$ cat config.mk
export PLATFORM = sky130hd
export DESIGN_NAME = instruction_fetch_controller
export DESIGN_NICKNAME = d
export VERILOG_FILES = /design/src/rtl/isa_pkg.sv /design/src/rtl/fetch_buffer.sv /design/src/rtl/instruction_fetch_controller.sv
export SDC_FILE = /design/constraint.sdc
export NUM_CORES = 1
export LEC_CHECK = 0
export ABC_AREA = 1
export BUFFER_PORTS_ARGS = -buffer_cell sky130_fd_sc_hd__buf_2
export CAP_MARGIN = 20
export CORE_MARGIN = 10
export CORE_UTILIZATION = 32
export CTS_BUF_LIST = sky130_fd_sc_hd__clkbuf_8
export DETAILED_ROUTE_END_ITERATION = 8
export PLACE_DENSITY = 0.6
export SYNTH_ARGS = -nofsm -noshare
export SYNTH_HDL_FRONTEND = slang
export SYNTH_SLANG_ARGS = --single-unit
$ cat constraint.sdc
create_clock -name clk -period 5.8 [get_ports clk]
set_input_delay 0.29 -clock clk [delete_from_list [all_inputs] [get_ports clk]]
set_output_delay 0.29 -clock clk [all_outputs]
set_load 0.005 [all_outputs]
$ cat src/rtl/isa_pkg.sv
// Shared fetch-stage definitions: FSM state type, default HALT encoding and PC width.
package isa_pkg;

  localparam int PC_W = 8;
  localparam logic [31:0] HALT_WORD = 32'h1800_0000;

  typedef enum logic [1:0] {
    IDLE  = 2'd0,
    FETCH = 2'd1,
    HALT  = 2'd2
  } fetch_state_t;

endpackage

$ cat src/rtl/fetch_buffer.sv
// First-word-fall-through FIFO holding fetched {instruction, pc} entries.
// Flush wins over push and pop; the caller only pushes when not full or popping.
module fetch_buffer #(
  parameter int Width = 40,
  parameter int Depth = 2
) (
  input  logic             clk,
  input  logic             reset,
  input  logic             flush,
  input  logic             push,
  input  logic             pop,
  input  logic [Width-1:0] data_in,
  output logic [Width-1:0] head,
  output logic             full,
  output logic             empty
);

  localparam int PTR_W = $clog2(Depth);

  logic [PTR_W:0]     wr_ptr;
  logic [PTR_W:0]     rd_ptr;
  logic [Width-1:0]   mem [Depth];
  logic               do_push;
  logic               do_pop;

  assign do_push = push && !flush;
  assign do_pop  = pop && !flush && !empty;

  // Pointers carry one extra wrap bit so full and empty are distinguishable.
  always_ff @(posedge clk or posedge reset) begin
    if (reset) begin
      wr_ptr <= '0;
      rd_ptr <= '0;
    end else if (flush) begin
      wr_ptr <= '0;
      rd_ptr <= '0;
    end else begin
      if (do_push) wr_ptr <= wr_ptr + (PTR_W+1)'(1);
      if (do_pop)  rd_ptr <= rd_ptr + (PTR_W+1)'(1);
    end
  end

  always_ff @(posedge clk) begin
    if (do_push) mem[wr_ptr[PTR_W-1:0]] <= data_in;
  end

  assign empty = (wr_ptr == rd_ptr);
  assign full  = (wr_ptr[PTR_W-1:0] == rd_ptr[PTR_W-1:0]) && (wr_ptr[PTR_W] != rd_ptr[PTR_W]);
  assign head  = mem[rd_ptr[PTR_W-1:0]];

endmodule

$ cat src/rtl/instruction_fetch_controller.sv
// Owns the PC, steps through the combinational instruction memory and hands
// captured words to decode over valid/ready; supports redirect and self-halt.
module instruction_fetch_controller
  import isa_pkg::*;
#(
  parameter int                  byte_W    = 4,
  parameter int                  Addr_W    = isa_pkg::PC_W,
  parameter logic [Addr_W-1:0]   Reset_PC  = '0,
  parameter int                  Buf_Depth = 2,
  parameter logic [8*byte_W-1:0] HALT_WORD = isa_pkg::HALT_WORD
) (
  input  logic                  clk,
  input  logic                  reset,
  input  logic                  fetch_enable,
  input  logic                  redirect_valid,
  input  logic [Addr_W-1:0]     redirect_target,
  output logic [Addr_W-1:0]     imem_address,
  input  logic [8*byte_W-1:0]   imem_instruction,
  output logic                  out_valid,
  input  logic                  out_ready,
  output logic [8*byte_W-1:0]   out_instruction,
  output logic [Addr_W-1:0]     out_pc,
  output logic                  halted,
  output logic [15:0]           fetch_count,
  output fetch_state_t          fsm_state
);

  // Handshake: the head entry transfers on a rising edge where out_valid and
  // out_ready are both high; out_valid never depends on out_ready, and a
  // redirect in the same cycle discards the head instead of transferring it.

  localparam int                ENTRY_W    = 8*byte_W + Addr_W;
  localparam logic [Addr_W-1:0] PC_STEP    = Addr_W'(byte_W);
  localparam logic [Addr_W-1:0] ALIGN_MASK = ~(Addr_W'(byte_W - 1));

  fetch_state_t       state;
  fetch_state_t       state_next;
  logic [Addr_W-1:0]  pc;
  logic               push;
  logic               pop;
  logic               buf_full;
  logic               buf_empty;
  logic [ENTRY_W-1:0] head_entry;
  logic [ENTRY_W-1:0] last_entry;

  assign pop  = !buf_empty && out_ready && !redirect_valid;
  assign push = (state == FETCH) && fetch_enable && !redirect_valid && (!buf_full || pop);

  always_comb begin
    state_next = state;
    if (redirect_valid) begin
      state_next = fetch_enable ? FETCH : IDLE;
    end else begin
      case (state)
        IDLE:    if (fetch_enable) state_next = FETCH;
        FETCH: begin
          if (!fetch_enable)                               state_next = IDLE;
          else if (push && imem_instruction == HALT_WORD)  state_next = HALT;
        end
        HALT:    state_next = HALT;
        default: state_next = IDLE;
      endcase
    end
  end

  always_ff @(posedge clk or posedge reset) begin
    if (reset) begin
      state       <= IDLE;
      pc          <= Reset_PC;
      fetch_count <= '0;
    end else begin
      state <= state_next;
      if (redirect_valid) pc <= redirect_target & ALIGN_MASK;
      else if (push)      pc <= pc + PC_STEP;
      if (push) fetch_count <= fetch_count + 16'd1;
    end
  end

  // Remembers the last presented head so outputs hold while the buffer is empty.
  always_ff @(posedge clk or posedge reset) begin
    if (reset)           last_entry <= '0;
    else if (!buf_empty) last_entry <= head_entry;
  end

  fetch_buffer #(
    .Width (ENTRY_W),
    .Depth (Buf_Depth)
  ) u_fetch_buffer (
    .clk     (clk),
    .reset   (reset),
    .flush   (redirect_valid),
    .push    (push),
    .pop     (pop),
    .data_in ({imem_instruction, pc}),
    .head    (head_entry),
    .full    (buf_full),
    .empty   (buf_empty)
  );

  assign {out_instruction, out_pc} = buf_empty ? last_entry : head_entry;
  assign out_valid    = !buf_empty;
  assign halted       = (state == HALT);
  assign imem_address = pc;
  assign fsm_state    = state;

endmodule

# Word-level counts from Yosys, hierarchy flattened
# Memory sizes are Yosys's and may differ from the RTL's.
# Cells that the tools add are included.
# op_classes
eq_ne	8
addsub	4
n_reduce_logical	19
muxes	15
# ops
op	n
$mux 40	1
$eq 32x29->1 const B	1
$add 16x1->16 const B	1
$mux 2	8
$mux 8	2
$logic_and 1x1->1	10
$add 8x3->8 const B	1
$pmux 2 s3	1
$reduce_bool 2->1	3
$add 2x1->2 const B	2
$ne 4x3->1 const B	1
$logic_not 1->1	3
$mux 1	3
$ne 3x3->1 const B	1
$eq 2x1->1 const B	1
$eq 2x2->1	1
$eq 2x2->1 const B	1
$logic_not 2->1	1
$reduce_and 2->1	1
$eq 1x1->1	1
$logic_or 1x1->1	1
$ne 1x1->1	1
# word_totals
mem_count	1
output_inout_bits	68
wordCells	53
regBits	70
mem_bits_rw	80
inputBits	45
# mem_list
memory	words	width	read_ports	rd_clocked_by_memory_dff	wr	line	rtl
u_fetch_buffer.mem	2	40	1	0	1	fetch_buffer.sv:22	logic [Width-1:0] mem [Depth];

# Logic depth before layout (Yosys ltp)
# Gate-level depths: netlist of run 1.
# logic_depth
word_depth	11
depth_mapped	10
mapped_depth_nobuf	10

# Modules after synthesis
# From an unflattened synthesis of run 1, not the netlist that was laid out.
# unflattened
hier_cells	622
hier_area_um2	6160.9
# by_module_without_submodules
mod	cells_per_inst	area_per_inst_um2	seq_area_each_um2	n_inst
fetch_buffer	250	3174.3	2502.4	1
instruction_fetch_controller	372	2986.6	1601.5	1

# Worst setup path after synthesis of run 1
# Ideal clock, no wire load.
# synth_path
path_kind	register -> register
start	register state[1], in the netlist fsm_state[1]
end	memory u_fetch_buffer.mem[0][10], enable pin
t_arrival_ps	2563
setup_time_ps	434
t_required_ps	5366
path_stages_with_launch	7
period_less_slack_ps	2996
slack_ps	2804
n_path_buf	1
cell_sequence	dfrtp_1 -> inv_1 -> nand4_4 -> inv_1 -> o21ai_2 -> buf_6 -> nor2_1
# synth_via
elab_chain_len	7
# synth_rtl
element	line	rtl
start: declaration	instruction_fetch_controller.sv:36	fetch_state_t state;
start signal: assignment	instruction_fetch_controller.sv:72	state <= state_next;
$eq 2x1->1	instruction_fetch_controller.sv:47	assign push = (state == FETCH) && fetch_enable && !redirect_valid && (!buf_full || pop);
$logic_and 1x1->1 (3 in series)	instruction_fetch_controller.sv:47	
$logic_and 1x1->1	fetch_buffer.sv:26	assign do_push = push && !flush;
$mux 1	fetch_buffer.sv:44	if (do_push) mem[wr_ptr[PTR_W-1:0]] <= data_in;
$mux 1 (not written as such)	fetch_buffer.sv:44	
end: declaration	fetch_buffer.sv:22	
# Every way passes these cells.

# Worst setup path after layout of run 1
# layout_path
start	register u_fetch_buffer.rd_ptr[0]
end	output port out_instruction[3]
# layout_via
elab_chain_len	2
word_cells_on_any_way	3
classes_between	eq/ne: 1; mux: 1; memory: 1
# layout_rtl
element	line	rtl
start: declaration	fetch_buffer.sv:21	logic [PTR_W:0] rd_ptr;
start signal: assignment	fetch_buffer.sv:39	if (do_pop) rd_ptr <= rd_ptr + (PTR_W+1)'(1);
$mem_v2 2x40 or $eq 2x2->1 (tied branches)	-	
$mux 40 *	-	
end: declaration	instruction_fetch_controller.sv:21	output logic [8*byte_W-1:0] out_instruction,
# Every way passes the cells marked *; elsewhere a longest branch is shown, timed or not.

==> insert_results.sql, run 1 <==
INSERT INTO impl_metrics (metric_group, metric, value, unit) VALUES
('floorplan', 'start_util', '32.6', '%'),
('synth', 'synthDistinctLibCells', '35', ''),
('route', 'detail_route.iter0.violations', '142', ''),
('worst_setup_path', 'cp_num_buf_inv', '2', ''),
('layout', 'multiInputGateArea', '0.00165', 'sq mm'),
('placement', 'placement.setup.worst_slack', '2730', 'ps'),
('route', 'routed_via_density', '4.45', ''),
('route', 'wl_per_cell', '15.1', 'microns'),
('cts', 'numCtsBuffers', '17', ''),
('synth', 'synth_enable_flop_cells', '76', ''),
('layout', 'finish.net_count', '685', ''),
('route', 'finalWirelength', '13.3', 'mm'),
('sta', 'finalWorstSetupSlack', '2410', 'ps'),
('synth', 'postSynthCellCount', '530', ''),
('floorplan', 'die_area', '0.0242', 'sq mm'),
('layout', 'area.sequential', '0.00399', 'sq mm'),
('synth', 'sequential_fraction_of_the_synthesis_area', '67.8', '%'),
('floorplan', 'fp.dieW', '156', 'microns'),
('synth', 'syn-mean-instance-area', '11.1', 'sq um'),
('floorplan', 'ioPinCount', '113', ''),
('sta', 'maxSlewHeadroom', '35.3', '%'),
('synth', 'synth-warning-count', '0', ''),
('placement', 'dp_hpwl', '8.81', 'mm'),
('grt', 'grt_start_max_net_pins', '69', ''),
('job', 'timing.max_cap.violations', '0', ''),
('sta', 'clock_skew', '12.4', 'ps'),
('power_and_ir_drop', 'p_per_area', '396', 'mW/mm^2'),
('floorplan', 'floorplan.rows', '49', ''),
('power_and_ir_drop', 'p_leak', '2.89', 'nW'),
('cts', 'cts_tree', 'done', ''),
('cts', 'cts.repair_timing.setup_buffer_count', '0', ''),
('worst_hold_path', 'hold_path_class', 'input pin to register', ''),
('layout', 'drive_above_1_share', '24.7', '%'),
('worst_setup_path', 'cell_family_with_most_cp_delay', 'flip-flops', ''),
('floorplan', 'die_h', '156', 'microns'),
('layout', 'final.fill_count', '1753', ''),
('outcome', 'status', 'finished clean', ''),
('synth', 'ys_async_sr_fraction', '47.2', '%'),
('sta', 'tightestPinTransition', '971', 'ps'),
('grt', 'grt_pass1_wl', '21.9', 'mm'),
('cts', 'ctsHtreeMaxLevel', '4', ''),
('grt', 'grt_pass1_vias', '4128', ''),
('synth', 'ys_top_cells_by_area', 'sky130_fd_sc_hd__edfxtp_1, sky130_fd_sc_hd__dfrtp_1, sky130_fd_sc_hd__nand2_1, sky130_fd_sc_hd__nor2_1, sky130_fd_sc_hd__a31oi_1', ''),
('route', 'drt_drc_violations_left', '0', ''),
('worst_setup_path', 'slowest_stage', 'sky130_fd_sc_hd__dfrtp_2', ''),
('placement', 'gpl.final_weighted_congestion', '0.727', ''),
('cts', 'cts.repair.resized', '0', ''),
('floorplan', 'core_area', '0.0180', 'sq mm'),
('cts', 'cts.sink_count', '144', ''),
('sta', 'setup_viol', '0', ''),
('sta', 'rsz_0062_raised_after_global_routing', 'no', ''),
('power_and_ir_drop', 'power.ir.vdd_worst', '0.211', 'mV'),
('layout', 'p_r_area_growth_vs_syn', '18.5', '%'),
('cts', 'cts-root-to-sink-buffers', '2', ''),
('worst_setup_path', 'critical_path_arrival', '3100', 'ps'),
('sta', 'slew_violations', '0', ''),
('placement', 'portBuffers', '108', ''),
('grt', 'antenna_found_initial', '1', ''),
('route', 'routed-via-count', '3917', ''),
('synth', 'synth_top_cell_by_area', 'sky130_fd_sc_hd__edfxtp_1', ''),
('grt', 'globalRouteTotalUtil', '11.5', '%'),
('cts', 'clk_pin_slew_worst_paths', '80', 'ps'),
('worst_setup_path', 'criticalPathCategory', 'register to primary output', ''),
('cts', 'clock_insertion_delay_at_the_later_pin_of_the_skew_report', '440', 'ps'),
('synth', 'synth-seq-cells', '144', ''),
('sta', 'finalHoldViolCount', '0', ''),
('sta', 'post-route-period-util', '58.4', '%'),
('sta', 'setup_tns', '0', 'ps'),
('cts', 'postCtsHoldBufs', '0', ''),
('worst_setup_path', 'worst_setup_path_end_kind', 'primary output', ''),
('worst_setup_path', 'timing.critical_path.fanout_max', '57', '');
[Yosys cell counts, types with 2 or more instances]
cell type	instances
sky130_fd_sc_hd__a21oi_1	3
sky130_fd_sc_hd__a31oi_1	38
sky130_fd_sc_hd__buf_2	7
sky130_fd_sc_hd__buf_4	7
sky130_fd_sc_hd__buf_6	4
sky130_fd_sc_hd__clkbuf_1	5
sky130_fd_sc_hd__dfrtp_1	68
sky130_fd_sc_hd__edfxtp_1	76
sky130_fd_sc_hd__ha_1	2
sky130_fd_sc_hd__inv_1	24
sky130_fd_sc_hd__nand2_1	152
sky130_fd_sc_hd__nand2_2	3
sky130_fd_sc_hd__nand3_1	18
sky130_fd_sc_hd__nand4_1	3
sky130_fd_sc_hd__nor2_1	76
sky130_fd_sc_hd__nor2_2	2
sky130_fd_sc_hd__nor2_4	2
sky130_fd_sc_hd__nor3_1	5
sky130_fd_sc_hd__o211ai_1	2
sky130_fd_sc_hd__o21ai_0	5
sky130_fd_sc_hd__o21ai_1	3
sky130_fd_sc_hd__xnor2_1	6
sky130_fd_sc_hd__xor2_1	7
[metrics by stage]
step | cell area, sq um | hold WS [ps] | utilization [%] | std cells | total power [mW]
global placement | 6580 | 473 | 36.5 | 848 | 2.03
global route | 6970 | 3.01 | 38.6 | 880 | 2.96
CTS | 6970 | 9.49 | 38.6 | 880 | 2.82
floorplan | 5880 | 389 | - | 531 | 1.74
detailed placement | 6580 | 476 | 36.5 | 848 | 2.04
finish | 6970 | 53.3 | 38.6 | 880 | 2.76
[flip-flops by register name, summed over array words and instances (netlist names)]
register               flops
fetch_count               16
fsm_state                  2
imem_address               6
last_entry                40
u_fetch_buffer.mem        76
u_fetch_buffer.rd_ptr      2
u_fetch_buffer.wr_ptr      2
[cells in the final DEF (no fill, tap or decap), types with 4 or more instances in the layout]
master                     netlist  routed
sky130_fd_sc_hd__a31oi_1        38      38
sky130_fd_sc_hd__buf_2           7     108
sky130_fd_sc_hd__buf_4           7       4
sky130_fd_sc_hd__clkbuf_8        0      19
sky130_fd_sc_hd__clkinv_2        0       4
sky130_fd_sc_hd__dfrtp_1        68      67
sky130_fd_sc_hd__edfxtp_1       76      76
sky130_fd_sc_hd__inv_1          24      24
sky130_fd_sc_hd__nand2_1       152     151
sky130_fd_sc_hd__nand2_2         3       4
sky130_fd_sc_hd__nand3_1        18      18
sky130_fd_sc_hd__nor2_1         76      75
sky130_fd_sc_hd__nor3_1          5       5
sky130_fd_sc_hd__o21ai_0         5       5
sky130_fd_sc_hd__xnor2_1         6       6
sky130_fd_sc_hd__xor2_1          7       7
[layer usage]
| metal | up-vias | wire length (microns) | global-route usage [%] |
|---|---|---|---|
| met3 | 9 | 790 | 4.52 |
| met1 | 1831 | 6000 | 14.0 |
| met5 | - | 0 | 0 |
| met2 | 87 | 6420 | 18.4 |
| met4 | 0 | 109 | 3.61 |
| li1 | 1990 | - | - |
[where the power goes]
| group | total, mW | switching (mW) | leakage [nW] | internal, mW |
|---|---|---|---|---|
| registers | 1.37 | 0.105 | 1.49 | 1.26 |
| clock network | 0.767 | 0.369 | 0.203 | 0.398 |
| logic | 0.627 | 0.365 | 1.20 | 0.262 |
| total | 2.76 | 0.840 | 2.89 | 1.92 |
[cells by family (layout without fill, tap and decap cells)]
group / count (synthesis) / after routing / share of synthesized area (%)
AOI/OAI and AO/OA: 53 / 53 / 5.53
adders and majority gates: 2 / 2 / 0.426
xor gates and xnor gates: 15 / 15 / 2.68
DFF: 144 / 144 / 67.8
and+or+nand+nor: 266 / 266 / 19.1
buffers and inverters: 49 / 169 / 4.47
other: 1 / 2 / 0.0638
[worst paths after layout]
| kind | cells after the start | start | endpoint | slack (ps) |
|---|---|---|---|---|
| worst max register to register | 5 | u_fetch_buffer.rd_ptr[0] | u_fetch_buffer.mem[1][11] | 2890 |
| worst min register to register | 2 | last_entry[1] | last_entry[1] | 490 |
| min in group asynchronous | 3 | reset | last_entry[34] | 120 |
| worst min-delay path | 1 | imem_instruction[13] | u_fetch_buffer.mem[1][21] | 50 |
| worst max-delay path | 6 | u_fetch_buffer.rd_ptr[0] | out_instruction[3] | 2410 |
| max in group asynchronous | 3 | reset | u_fetch_buffer.rd_ptr[0] | 4970 |
[cell type report]
type,instances,area share (%)
inverter,25,1.38
multi-input combinational,338,23.6
clock buffer,19,3.75
tap,229,4.11
sequential,144,57.2
timing repair buffer,112,8.19
clock inverter,13,1.72
No activity file was read; power rests on OpenSTA's default activity.
==> run 2, diff against run 1 <==
--- a/config.mk
+++ b/config.mk
@@ -12,7 +12,7 @@
 export CORE_UTILIZATION = 32
 export CTS_BUF_LIST = sky130_fd_sc_hd__clkbuf_8
 export DETAILED_ROUTE_END_ITERATION = 8
-export PLACE_DENSITY = 0.6
+export PLACE_DENSITY = 0.62
 export SYNTH_ARGS = -nofsm -noshare
 export SYNTH_HDL_FRONTEND = slang
 export SYNTH_SLANG_ARGS = --single-unit
==> constraint.sdc (replaced) <==
create_clock -name clk -period 3.06 [get_ports clk]
set_input_delay 0.153 -clock clk [delete_from_list [all_inputs] [get_ports clk]]
set_output_delay 0.153 -clock clk [all_outputs]
set_load 0.005 [all_outputs]
==> run 2 against run 1 <==
The flow now finishes with violations (hold timing). Clock-buffer cell count decreased by 1. Clock skew decreased by 1.3 ps. Non-clock buffer count increased by 43. Via count increased by 5.1%. Cell area increased by 7.4%. Hold slack got worse by 61 ps. Critical path depth increased by 1. Largest power group unchanged. Highest routed layer unchanged.
==> insert_results.sql, run 2 (same netlist as run 1, synthesis figures left out) <==
INSERT INTO impl_metrics (metric_group, metric, value, unit) VALUES
('route', 'finalWirelength', '13.7', 'mm'),
('placement', 'placed_area', '0.00665', 'sq mm'),
('power_and_ir_drop', 'power.total', '5.50', 'mW'),
('worst_setup_path', 'rr_endpoint', 'u_fetch_buffer.mem[0][9]', ''),
('worst_setup_path', 'criticalPathCategory', 'register to primary output', ''),
('worst_setup_path', 'crit_required', '2910', 'ps'),
('cts', 'cts_tree', 'done', ''),
('worst_setup_path', 'path_depth', '7', ''),
('worst_setup_path', 'cp_cell_sequence', 'buf_4 -> xnor2_1 -> nand2_2 -> buf_4 -> nor2_1 -> a31oi_1 -> buf_2', ''),
('worst_setup_path', 'critical_path_arrival', '2470', 'ps'),
('floorplan', 'ioPinCount', '113', ''),
('sta', 'setup_viol', '0', ''),
('worst_setup_path', 'worst_setup_path_end_kind', 'primary output', ''),
('outcome', 'violations', 'hold timing', ''),
('sta', 'tightestPinTransition', '953', 'ps'),
('power_and_ir_drop', 'p_per_area', '735', 'mW/mm^2'),
('cts', 'cts-root-to-sink-buffers', '2', ''),
('floorplan', 'core_area', '0.0180', 'sq mm'),
('worst_hold_path', 'hold_path_class', 'input pin to asynchronous set/reset pin', ''),
('route', 'drt_drc_violations_left', '0', ''),
('layout', 'layout_commonest_cell', 'sky130_fd_sc_hd__nand2_1', ''),
('sta', 'finalHoldViolCount', '9', ''),
('floorplan', 'die_area', '0.0242', 'sq mm'),
('floorplan', 'start_util', '32.6', '%'),
('grt', 'grt_pass1_wl', '21.8', 'mm'),
('layout', 'drive_above_1_share', '24.1', '%'),
('sta', 'slew_violations', '0', ''),
('layout', 'instances_no_fill', '923', ''),
('grt', 'antenna_found_initial', '0', ''),
('cts', 'clock_insertion_delay_at_the_later_pin_of_the_skew_report', '440', 'ps'),
('floorplan', 'fp.dieW', '156', 'microns'),
('sta', 'min_period', '2620', 'ps'),
('sta', 'post-route-period-util', '85.6', '%'),
('grt', 'globalRouteTotalUtil', '11.4', '%'),
('layout', 'largest_register_ffs', '76', ''),
('sta', 'fmax', '382', 'MHz'),
('worst_setup_path', 'cell_family_with_most_cp_delay', 'buffers and inverters', ''),
('layout', 'finish.net_count', '728', ''),
('worst_setup_path', 'critical_path.reg2reg.startpoint', 'u_fetch_buffer.wr_ptr[0]', ''),
('grt', 'grt_start_max_net_pins', '69', ''),
('power_and_ir_drop', 'p_leak', '3.10', 'nW'),
('placement', 'gpl.final_weighted_congestion', '0.762', ''),
('layout', 'post-route-cell-area', '0.00748', 'sq mm'),
('grt', 'grt-ovfl-total', '0', ''),
('worst_setup_path', 'timing.reg2reg.worst_path_depth', '4', ''),
('cts', 'cts.repair_timing.setup_buffer_count', '0', ''),
('layout', 'p_r_area_growth_vs_syn', '27.2', '%'),
('cts', 'clk_pin_slew_worst_paths', '80', 'ps'),
('placement', 'portBuffers', '108', ''),
('grt', 'grt_pass1_vias', '4174', ''),
('worst_setup_path', 'slowest_delay', '470', 'ps'),
('floorplan', 'die_h', '156', 'microns'),
('power_and_ir_drop', 'power.ir.vdd_worst', '0.339', 'mV'),
('worst_setup_path', 'slowest_stage', 'sky130_fd_sc_hd__buf_4', ''),
('floorplan', 'floorplan.rows', '49', ''),
('route', 'antenna_violating_nets_post_route', '0', ''),
('outcome', 'status', 'finished with violations', ''),
('worst_setup_path', 'cp_num_buf_inv', '3', ''),
('sta', 'clock_skew', '11.1', 'ps'),
('job', 'timing.max_cap.violations', '0', ''),
('layout', 'most-common-layout-cells', 'sky130_fd_sc_hd__nand2_1, sky130_fd_sc_hd__buf_2, sky130_fd_sc_hd__edfxtp_1', ''),
('cts', 'cts.sink_count', '144', ''),
('route', 'drtPass1Iterations', '5', ''),
('worst_setup_path', 'critical-path-top-cell-by-count', 'sky130_fd_sc_hd__buf_4', ''),
('cts', 'ctsHtreeMaxLevel', '4', ''),
('layout', 'final.fill_count', '1750', ''),
('worst_setup_path', 'worst-r2r-setup-slack', '680', 'ps'),
('placement', 'dp_hpwl', '9.04', 'mm'),
('route', 'routed_via_density', '4.46', ''),
('sta', 'setup_tns', '0', 'ps'),
('layout', 'antennaDiodeCount', '0', ''),
('cts', 'root_buffer', 'sky130_fd_sc_hd__clkbuf_8', ''),
('worst_setup_path', 'timing.critical_path.fanout_max', '42', ''),
('route', 'routed-via-count', '4118', ''),
('sta', 'maxSlewHeadroom', '36.5', '%'),
('route', 'detail_route.iter0.violations', '152', ''),
('route', 'wl_per_cell', '14.8', 'microns'),
('sta', 'hold_slack', '-7.65', 'ps'),
('placement', 'cells_after_dpl', '852', ''),
('sta', 'rsz_0062_raised_after_global_routing', 'no', ''),
('cts', 'numCtsBuffers', '17', ''),
('worst_setup_path', 'timing.critical_path.from_type', 'register', '');
[run 2: where the power goes]
group	leakage, nW	internal, mW	switching, mW
Clock	0.211	0.908	0.734
Combinational	1.40	0.553	0.744
Sequential	1.49	2.39	0.169
[run 2: metal layers]
metal  GRT usage [%]  wire length (microns)  part of all wire, %  vias to the layer above
met5               0                      0                    0                        -
li1                -                      -                    -                     2072
met2            18.1                   6480                   47                      103
met3            4.19                    886                  6.5                        9
met4            3.92                    153                  1.1                        0
met1            14.0                   6150                   45                     1934
[run 2: cell type report]
type	count	area, sq um	area share, %
Clock buffer	18	248	3.31
Clock inverter	14	189	2.53
Inverter	25	96.3	1.29
Multi-Input combinational cell	338	1650	22.0
Sequential cell	144	3990	53.3
Tap cell	229	287	3.83
Timing Repair Buffer	155	1030	13.8
[run 2: through the flow]
stage	utilization, %	hold slack (ps)	setup slack (ps)
after floorplan	-	252	63.6
final	41.5	-7.65	440
after detailed placement	36.9	358	610
after global routing	41.5	34.4	254
after CTS	41.5	8.95	348
after global placement	36.9	356	635
[run 2: worst reg2reg max path, stage by stage (launching register included)]
cell,delay (ps)
sky130_fd_sc_hd__dfrtp_1,580
sky130_fd_sc_hd__xor2_4,230
sky130_fd_sc_hd__o21ai_2,230
sky130_fd_sc_hd__nor2_4,630
sky130_fd_sc_hd__buf_4,390
[run 2: repair_timing]
item / in CTS / in global routing
endpoints found under the hold margin: 71 / 0
gates resized for setup: 0 / 0
hold buffers: 39 / 0
endpoints found under the setup margin: 0 / 0
[run 2: worst max-delay path by stage]
stage	from	slack [ps]	endpoint
after CTS	u_fetch_buffer.rd_ptr[0]	350	out_pc[2]
after global routing	u_fetch_buffer.rd_ptr[0]	250	out_pc[2]
after global placement	u_fetch_buffer.wr_ptr[0]	640	u_fetch_buffer.mem[0][18]
final	u_fetch_buffer.rd_ptr[0]	440	out_pc[2]
after floorplan	fsm_state[1]	60	u_fetch_buffer.mem[0][10]
after detailed placement	u_fetch_buffer.wr_ptr[0]	610	u_fetch_buffer.mem[0][9]
==> run 3, diff against run 2 <==
--- a/config.mk
+++ b/config.mk
@@ -8,11 +8,12 @@
 export ABC_AREA = 1
 export BUFFER_PORTS_ARGS = -buffer_cell sky130_fd_sc_hd__buf_2
 export CAP_MARGIN = 20
-export CORE_MARGIN = 10
+export CORE_MARGIN = 5
 export CORE_UTILIZATION = 32
 export CTS_BUF_LIST = sky130_fd_sc_hd__clkbuf_8
 export DETAILED_ROUTE_END_ITERATION = 8
 export PLACE_DENSITY = 0.62
+export RECOVER_POWER = 50
 export SYNTH_ARGS = -nofsm -noshare
 export SYNTH_HDL_FRONTEND = slang
 export SYNTH_SLANG_ARGS = --single-unit
==> run 3 against run 2 <==
Largest cell class unchanged. Sequential power is essentially flat. The flow now finishes without violations. Clock skew grew 4.0 ps. Critical path depth is the same. Maximum frequency grew 4.7%. Utilization shrank 0.69 points. Non-clock buffer count is the same. First-iteration DRC count shrank 26%. Routed wire length shrank 4.3%. Critical endpoint is now out_instruction[3].
==> insert_results.sql, run 3 (same netlist as run 1, synthesis figures left out) <==
INSERT INTO impl_metrics (metric_group, metric, value, unit) VALUES
('layout', 'antennaDiodeCount', '0', ''),
('layout', 'largest_register_ffs', '76', ''),
('route', 'dr.max_layer_used', 'met4', ''),
('route', 'routed-via-count', '4079', ''),
('worst_setup_path', 'slowest_stage', 'sky130_fd_sc_hd__buf_4', ''),
('cts', 'clk_pin_slew_worst_paths', '80', 'ps'),
('placement', 'portBuffers', '108', ''),
('worst_setup_path', 'cp_num_buf_inv', '3', ''),
('sta', 'finalWorstSetupSlack', '558', 'ps'),
('power_and_ir_drop', 'p_clk_share', '29.7', '%'),
('route', 'drtPass1Iterations', '4', ''),
('floorplan', 'fp.dieW', '146', 'microns'),
('grt', 'globalRouteTotalUtil', '12.9', '%'),
('layout', 'most-common-layout-cells', 'sky130_fd_sc_hd__nand2_1, sky130_fd_sc_hd__nor2_1, sky130_fd_sc_hd__edfxtp_1', ''),
('layout', 'final.fill_count', '1795', ''),
('cts', 'cts-root-to-sink-buffers', '2', ''),
('power_and_ir_drop', 'combinationalPowerShare', '22.9', '%'),
('power_and_ir_drop', 'power.ir.vdd_worst', '0.561', 'mV'),
('worst_setup_path', 'cp_cell_sequence', 'buf_4 -> xnor2_1 -> nand2_2 -> buf_12 -> nor2_1 -> a31oi_1 -> buf_2', ''),
('cts', 'root_buffer', 'sky130_fd_sc_hd__clkbuf_8', ''),
('sta', 'min_period', '2500', 'ps'),
('floorplan', 'start_util', '32.6', '%'),
('worst_setup_path', 'worst-r2r-setup-slack', '700', 'ps'),
('worst_hold_path', 'hold_path_class', 'input pin to register', ''),
('cts', 'cts_tree', 'done', ''),
('worst_setup_path', 'slowest_delay', '430', 'ps'),
('sta', 'clock_skew', '15.2', 'ps'),
('worst_setup_path', 'rr_endpoint', 'u_fetch_buffer.mem[0][35]', ''),
('power_and_ir_drop', 'p_sw', '1.60', 'mW'),
('worst_setup_path', 'crit_end', 'out_instruction[3]', ''),
('worst_setup_path', 'criticalPathCategory', 'register to primary output', ''),
('worst_setup_path', 'timing.reg2reg.worst_path_depth', '4', ''),
('route', 'antenna_violating_nets_post_route', '0', ''),
('grt', 'grt_start_max_net_pins', '82', ''),
('route', 'routed_via_density', '4.42', ''),
('layout', 'finish.net_count', '728', ''),
('sta', 'post-route-period-util', '81.8', '%'),
('cts', 'ctsHtreeMaxLevel', '4', ''),
('worst_setup_path', 'critical_path.reg2reg.startpoint', 'u_fetch_buffer.wr_ptr[0]', ''),
('route', 'routedLengthMet1', '5.84', 'mm'),
('worst_setup_path', 'path_depth', '7', ''),
('sta', 'tightestPinTransition', '1190', 'ps'),
('placement', 'dp_hpwl', '8.47', 'mm'),
('floorplan', 'core_area', '0.0180', 'sq mm'),
('placement', 'placement.setup.worst_slack', '641', 'ps'),
('power_and_ir_drop', 'p_leak', '2.94', 'nW'),
('power_and_ir_drop', 'seqPwrFrac', '47.4', '%'),
('sta', 'fmax', '400', 'MHz'),
('route', 'finalWirelength', '13.1', 'mm'),
('job', 'timing.max_cap.violations', '0', ''),
('floorplan', 'die_h', '146', 'microns'),
('layout', 'drive_above_1_share', '15.6', '%'),
('sta', 'rsz_0062_raised_after_global_routing', 'no', ''),
('grt', 'grt_pass1_vias', '4164', ''),
('worst_setup_path', 'startpoint', 'u_fetch_buffer.rd_ptr[0]', ''),
('worst_setup_path', 'timing.critical_path.from_type', 'register', ''),
('sta', 'setup_tns', '0', 'ps'),
('grt', 'antenna_found_initial', '0', ''),
('route', 'wl_met3', '732', 'microns'),
('route', 'detail_route.iter0.violations', '113', ''),
('layout', 'layout_commonest_cell', 'sky130_fd_sc_hd__nand2_1', ''),
('power_and_ir_drop', 'p_per_area', '735', 'mW/mm^2'),
('power_and_ir_drop', 'power.share.switching', '29.6', '%'),
('route', 'wl_per_cell', '14.2', 'microns'),
('power_and_ir_drop', 'cell_internal_pwr', '3.81', 'mW'),
('layout', 'p_r_area_growth_vs_syn', '25.1', '%'),
('route', 'met2_length', '6.39', 'mm'),
('worst_setup_path', 'crit_required', '2910', 'ps'),
('sta', 'slew_violations', '0', ''),
('cts', 'cts.repair.resized', '0', ''),
('floorplan', 'floorplan.rows', '49', ''),
('worst_setup_path', 'cell_family_with_most_cp_delay', 'buffers and inverters', ''),
('worst_hold_path', 'hold_startpoint', 'redirect_valid', ''),
('outcome', 'status', 'finished clean', ''),
('grt', 'grt-ovfl-total', '0', ''),
('floorplan', 'die_area', '0.0212', 'sq mm'),
('worst_setup_path', 'timing.critical_path.fanout_max', '81', ''),
('route', 'drt_drc_violations_left', '0', ''),
('sta', 'finalHoldViolCount', '0', ''),
('floorplan', 'ioPinCount', '113', ''),
('worst_setup_path', 'worst_setup_path_end_kind', 'primary output', ''),
('cts', 'numCtsBuffers', '17', ''),
('cts', 'cts.sink_count', '144', ''),
('cts', 'clock_insertion_delay_at_the_later_pin_of_the_skew_report', '450', 'ps'),
('sta', 'maxSlewHeadroom', '20.5', '%'),
('placement', 'gpl.final_weighted_congestion', '0.757', ''),
('worst_setup_path', 'critical_path_arrival', '2350', 'ps'),
('grt', 'grt_pass1_wl', '21.9', 'mm'),
('sta', 'setup_viol', '0', '');
run 3: changes by cell type in the layout (fill, tap and decap cells not counted), moves of 2 or more:
cell and change:
sky130_fd_sc_hd__nor2_4 -2, sky130_fd_sc_hd__inv_1 +3, sky130_fd_sc_hd__nand2_2 -2, sky130_fd_sc_hd__clkbuf_1 +48
sky130_fd_sc_hd__inv_6 -2, sky130_fd_sc_hd__buf_2 -49, sky130_fd_sc_hd__nor2_1 +2, sky130_fd_sc_hd__dlygate4sd3_1 +2
sky130_fd_sc_hd__nand2_1 +2, sky130_fd_sc_hd__buf_4 -2
run 3: power groups by stage:
stage | Sequential [mW] | Clock, mW | Combinational [mW]
5_1_grt | 2.61 | 1.75 | 1.41
3_3_place_gp | 2.59 | 0 | 1.25
2_1_floorplan | 2.56 | 0 | 0.732
6_report | 2.56 | 1.60 | 1.24
3_5_place_dp | 2.60 | 0 | 1.26
4_1_cts | 2.57 | 1.66 | 1.30
run 3: area by class of cell:
| type | count | area, sq um | area share, % |
|---|---|---|---|
| Sequential cell | 144 | 3990 | 54.2 |
| Tap cell | 229 | 287 | 3.90 |
| Multi-Input combinational cell | 338 | 1610 | 21.8 |
| Clock inverter | 14 | 175 | 2.38 |
| Clock buffer | 18 | 248 | 3.37 |
| Inverter | 25 | 96.3 | 1.31 |
| Timing Repair Buffer | 155 | 957 | 13.0 |
run 3: repair_timing:
item / CTS / global route
endpoints found under the hold margin: 100 / 0
buffers inserted: 0 / 0
hold buffers: 41 / 0
setup endpoints to repair: 0 / 0
run 3: worst min-delay path: stages:
cell                      delay, ps
sky130_fd_sc_hd__buf_2          190
sky130_fd_sc_hd__nand2_1         90
sky130_fd_sc_hd__nand3_1         70
run 3: worst min path at each step:
stage / cells after the start / to / slack [ps]
after floorplan: 0 / u_fetch_buffer.mem[0][10] / 250
after global placement: 2 / last_entry[19] / 320
after detailed placement: 2 / last_entry[19] / 320
after CTS: 3 / imem_address[7] / 80
after global routing: 3 / imem_address[4] / 90
final: 3 / imem_address[7] / 100
run 3: stage by stage:
stage,std cells,instance area (sq um),util (%),power [mW],hold WS [ps]
4_1_cts,923,7470,41.4,5.53,82.5
5_1_grt,923,7350,40.8,5.77,89.2
2_1_floorplan,531,5880,-,3.29,252
3_5_place_dp,850,6640,36.8,3.86,319
3_3_place_gp,850,6640,36.8,3.84,316
6_report,923,7350,40.8,5.40,103
run 3: routing by layer:
metal  track usage, %  vias up
met4             3.54        0
met5                0        -
met2             21.4       98
li1                 -     2073
met3             4.64       14
met1             16.0     1894
